[src/rtl/divmul_pkg.sv]
// Shared types for the divider/multiplier datapath.
// Holds the sequencer state encoding and a clog2 helper.
package divmul_pkg;

   typedef enum logic [1:0] {
      IDLE = 2'd0,
      RUN  = 2'd1,
      DONE = 2'd2
   } state_t;

   function automatic int clog2(input int v);
      int r;
      r = 0;
      while ((1 << r) < v) r++;
      return r;
   endfunction

endpackage

[src/rtl/booth_step.sv]
// One radix-2 Booth iteration: add/sub then arithmetic shift.
// Ports: a/qr/q_1/mr current state in, a_nx/qr_nx/q_1_nx next state out.
module booth_step
   import divmul_pkg::*;
#(
   parameter int E = 5
) (
   input  logic [E-1:0] a,
   input  logic [E-1:0] qr,
   input  logic         q_1,
   input  logic [E-1:0] mr,
   output logic [E-1:0] a_nx,
   output logic [E-1:0] qr_nx,
   output logic         q_1_nx
);

   logic [E-1:0] sum;

   always_comb begin
      sum = a;
      unique case (1'b1)
         (!qr[0] &&  q_1): sum = a + mr;
         ( qr[0] && !q_1): sum = a - mr;
         default:          sum = a;
      endcase
   end

   // Shift {sum,qr,q_1} right by one, replicating the sign of sum.
   assign a_nx   = {sum[E-1], sum[E-1:1]};
   assign qr_nx  = {sum[0], qr[E-1:1]};
   assign q_1_nx = qr[0];

endmodule

[src/rtl/booth_seq_mul.sv]
// Sequential radix-2 Booth multiplier, one iteration per clock.
// Ports: clk, rst, start/ready/busy/done handshake, mcand, mplier, product.
module booth_seq_mul
   import divmul_pkg::*;
#(
   parameter int WIDTH  = 4,
   parameter int SIGNED = 0
) (
   input  logic               clk,
   input  logic               rst,
   input  logic               start,
   input  logic [WIDTH-1:0]   mcand,
   input  logic [WIDTH-1:0]   mplier,
   output logic               ready,
   output logic               busy,
   output logic               done,
   output logic [2*WIDTH-1:0] product
);

   // One guard bit lets unsigned operands run through the signed recoding.
   localparam int E    = WIDTH + 1;
   localparam int ITER = E;
   localparam int CW   = clog2(ITER + 1);

   state_t state, state_nx;

   logic [E-1:0]       a, qr, mr;
   logic               q_1;
   logic [CW-1:0]      cnt;
   logic [2*WIDTH-1:0] prod_q;

   logic [E-1:0] a_nx, qr_nx;
   logic         q_1_nx;
   logic [E-1:0] mcand_x, mplier_x;

   assign mcand_x  = {(SIGNED != 0) & mcand[WIDTH-1], mcand};
   assign mplier_x = {(SIGNED != 0) & mplier[WIDTH-1], mplier};

   booth_step #(.E(E)) u_step (
      .a      (a),
      .qr     (qr),
      .q_1    (q_1),
      .mr     (mr),
      .a_nx   (a_nx),
      .qr_nx  (qr_nx),
      .q_1_nx (q_1_nx)
   );

   always_comb begin
      state_nx = state;
      unique case (state)
         IDLE:    if (start) state_nx = RUN;
         RUN:     if (cnt == CW'(1)) state_nx = DONE;
         DONE:    state_nx = IDLE;
         default: state_nx = IDLE;
      endcase
   end

   always_ff @(posedge clk) begin
      if (rst) begin
         state  <= IDLE;
         a      <= '0;
         qr     <= '0;
         q_1    <= 1'b0;
         mr     <= '0;
         cnt    <= '0;
         prod_q <= '0;
      end else begin
         state <= state_nx;
         if (state == IDLE && start) begin
            a   <= '0;
            qr  <= mplier_x;
            q_1 <= 1'b0;
            mr  <= mcand_x;
            cnt <= CW'(ITER);
         end else if (state == RUN) begin
            a   <= a_nx;
            qr  <= qr_nx;
            q_1 <= q_1_nx;
            cnt <= cnt - CW'(1);
            // Low 2*WIDTH bits of {A,Qr} after the final shift.
            if (cnt == CW'(1))
               prod_q <= {a_nx[WIDTH-2:0], qr_nx};
         end
      end
   end

   assign ready   = (state == IDLE);
   assign busy    = (state == RUN) || (state == DONE);
   assign done    = (state == DONE);
   assign product = prod_q;

endmodule

[config.mk]
export PLATFORM = sky130hd
export DESIGN_NAME = booth_seq_mul
export DESIGN_NICKNAME = d
export VERILOG_FILES = /design/src/rtl/divmul_pkg.sv /design/src/rtl/booth_step.sv /design/src/rtl/booth_seq_mul.sv
export SDC_FILE = /design/constraint.sdc
export NUM_CORES = 1
export LEC_CHECK = 0
export CORE_AREA = 5 5 70 72
export CTS_CLUSTER_SIZE = 14
export DETAILED_ROUTE_END_ITERATION = 16
export DIE_AREA = 0 0 75 77
export PLACE_DENSITY = 0.63
export SLEW_MARGIN = 30
export SYNTH_ARGS = -nofsm -noshare
export SYNTH_HDL_FRONTEND = slang
export SYNTH_HIERARCHICAL = 1
export SYNTH_SLANG_ARGS = --single-unit
[constraint.sdc]
create_clock -name clk -period 3.6 [get_ports clk]
set_input_delay 0.54 -clock clk [delete_from_list [all_inputs] [get_ports clk]]
set_output_delay 0.54 -clock clk [all_outputs]
set_load 0.01 [all_outputs]
==> results.cfg <==
[setup_path]
worst_ep_required_time_ps = 3760
crit_fanout = 4
worstReg2RegEnd = a[4]$_SDFFE_PP0P_
endpoint_kind = flip-flop
cpMaxStageDelayCell = fa_1
cp-start-kind = flip-flop
r2r_slack_ps = 1060
arrival_ps = 2700
critPathMaxStageDelay_ps = 430
crit_chain = inv_1 > ha_1 > mux2_2 > fa_1 > nor2b_1 > o21ai_0 > nor3b_1 > mux2_4 > xor2_2 > mux2i_1 > nor2_1
crit_type = reg -> reg
ff2ff_path_depth = 11
r2r_start = mr[0]$_SDFFE_PP0P_

[synthesis]
synth_edf_count = 0
yosysWarningCount = 6
synth_area_leaders = dfxtp_1, mux2i_1, ha_1
ys_seq_area_share_pct = 35.1
syn_area_per_cell_um2 = 9.02
synth_fp_nets = 201
netlist-cell-type-count = 31
ys_ff_latch = 28
syn_inst = 177
synth_top_area_cell = dfxtp_1
synthArstFlopShare_pct = 0
ys.flop_type = dfxtp_1
synth_area_um2 = 1600
synth_top_area_share_pct = 35.1

[timing]
min_period_ps = 2540
worst_slack_ps = 1060
final-hold-violation-count = 0
hold-worst-slack_ps = 477
grt_setup_unrepaired = false
setup_viol = 0
skew_ps = 4.35
worstMarginPinSlew_ps = 874
relSlewSlack_pct = 41.7
timing.fmax_ghz = 0.394
fin_setup_tns_ps = 0
post-route-period-util_pct = 70.4
slew_violations = 0

[clock_tree]
cts-buffers-inserted = 3
ctsHoldBuffers = 0
ctsLongestPathBuffers = 2
clkTransAtPathRegs_ps = 100
cts_tree = built
cts_resized = 0
root_buffer = clkbuf_8
clock_latency_ps = 280
clock_sinks = 28
cts_htree_levels = 1
postCtsSetupBuffers = 0

[finish]
instances_no_fill = 240
syn_to_final_growth_pct = 16.3
fin_nets = 213
n_antenna_cell = 0
final_layout_size_suffix_gt1_share_pct = 5.85

[routing]
finalWirelength_mm = 2.68
ant_nets = 0
vias = 1117
dr.pass1.iters = 4
drtIter0Drc = 42
wl_per_cell_um = 11.2
route.detailed.drc = 0
via_per_inst = 4.65

[power_and_ir_drop]
leakagePower_nw = 0.677
total_power_w = 0.00116
cellPowerDensity_nw_per_um2 = 623
vdd_drop_max_uv = 472

[min_path]
min_path_cells = 2
hp-start = product[1]$_SDFFE_PP0P_
min_to = product[1]$_SDFFE_PP0P_
hold_class = reg -> reg

[global_route]
grtUsageTotal_pct = 10.4
grt_max_degree = 31
grt_overflow_total = 0
antenna_found_initial = 0
grt_pass1_vias = 1128
grt_pass1_wl_mm = 4.80

[place]
hpwl_mm = 1.98
portBuffers = 21
dpl.cell_count = 236
place_congestion = 0.716
post-place-ws_ps = 1060

[outcome]
status = completed

[floorplanning]
dieArea_um2 = 5780
die_h_um = 77
ios = 22
die_w_um = 75
core-area_um2 = 4230
std_cell_rows = 24
start_util_pct = 37.7

[job]
maxCapViolCount = 0
[critical path, delay by kind of cell (launching register included)]
| family | cells | cell delay (ps) |
|---|---|---|
| buffers and inverters | 1 | 60 |
| muxes | 3 | 710 |
| DFF | 1 | 380 |
| and+or+nand+nor | 3 | 320 |
| AOI/OAI and AO/OA | 1 | 110 |
| adders and majority gates | 2 | 710 |
| xor gates and xnor gates | 1 | 150 |
[cell type report]
cell class              instances  area (um^2)
fillers                       423         2380
multi-input cells             121          893
flip-flops and latches         28          561
repair buffers                 22          218
well taps                      52         65.1
inverters                      13         48.8
clock buffers                   3         41.3
clock inverters                 1         30.0
[power by group]
group | internal [W] | switching (W)
Clock | 0.000149 | 0.000103
Combinational | 0.000246 | 0.000264
Sequential | 0.000358 | 0.0000371
Total | 0.000753 | 0.000404
[per-stage QoR]
step,util [%],cell area (um^2)
2_1_floorplan,-,1600
3_3_place_gp,42.2,1790
3_5_place_dp,42.2,1790
4_1_cts,43.9,1860
5_1_grt,43.9,1860
6_report,43.9,1860
[cell families after synthesis]
group,Yosys count,synth area share [%]
muxes,22,14.2
buffers and inverters,28,8.93
xor gates and xnor gates,8,4.86
AOI/OAI and AO/OA,23,8.54
adders and majority gates,13,10.7
DFF,28,35.1
other,1,0.235
and+or+nand+nor,54,17.5
[state kept, by name (all words and copies together) (netlist names)]
name	cells
a	5
product	8
q_1	1
mr	4
cnt	3
qr	5
state	2
[cells in the final DEF (no fill, tap or decap), drive strengths merged]
master and n:
dfxtp 28, clkdlybuf4s50 21, mux2i 20, nand2b 19, nor2 15, inv 13
ha 12, a21oi 10, nand2 10, a211oi 6, o21ai 6, xor2 5
nand3 4, xnor2 3, clkbuf 3, nor2b 2, mux2 2, and3 1
or2b 1, bufinv 1, buf 1, nor3 1, a21o 1, nor3b 1
conb 1, fa 1
[routing by layer]
| metal | global-route usage, % | routed length (um) |
|---|---|---|
| met5 | 0 | 0 |
| met4 | 3.20 | 32 |
| met3 | 2.75 | 110 |
| met2 | 16.4 | 1190 |
| met1 | 13.7 | 1350 |
[Yosys cell counts (all sizes together) (2+ instances only)]
cell type  instances
nand2             10
dfxtp             28
o21ai              6
mux2i             20
ha                12
nand2b            19
clkbuf             4
buf               11
nand3              4
a21oi             10
nor2b              2
inv               13
xnor2              3
xor2               5
mux2               2
a211oi             6
nor2              15
[worst max-delay path by stage]
stage,startpoint,endpoint
floorplan,mr[0]$_SDFFE_PP0P_,a[4]$_SDFFE_PP0P_
global placement,mr[0]$_SDFFE_PP0P_,a[3]$_SDFFE_PP0P_
detailed placement,mr[0]$_SDFFE_PP0P_,a[4]$_SDFFE_PP0P_
CTS,qr[0]$_SDFFE_PP0P_,a[4]$_SDFFE_PP0P_
global route,mr[0]$_SDFFE_PP0P_,a[3]$_SDFFE_PP0P_
finish,mr[0]$_SDFFE_PP0P_,a[4]$_SDFFE_PP0P_
Note: power is estimated with default switching activity, not from simulation.
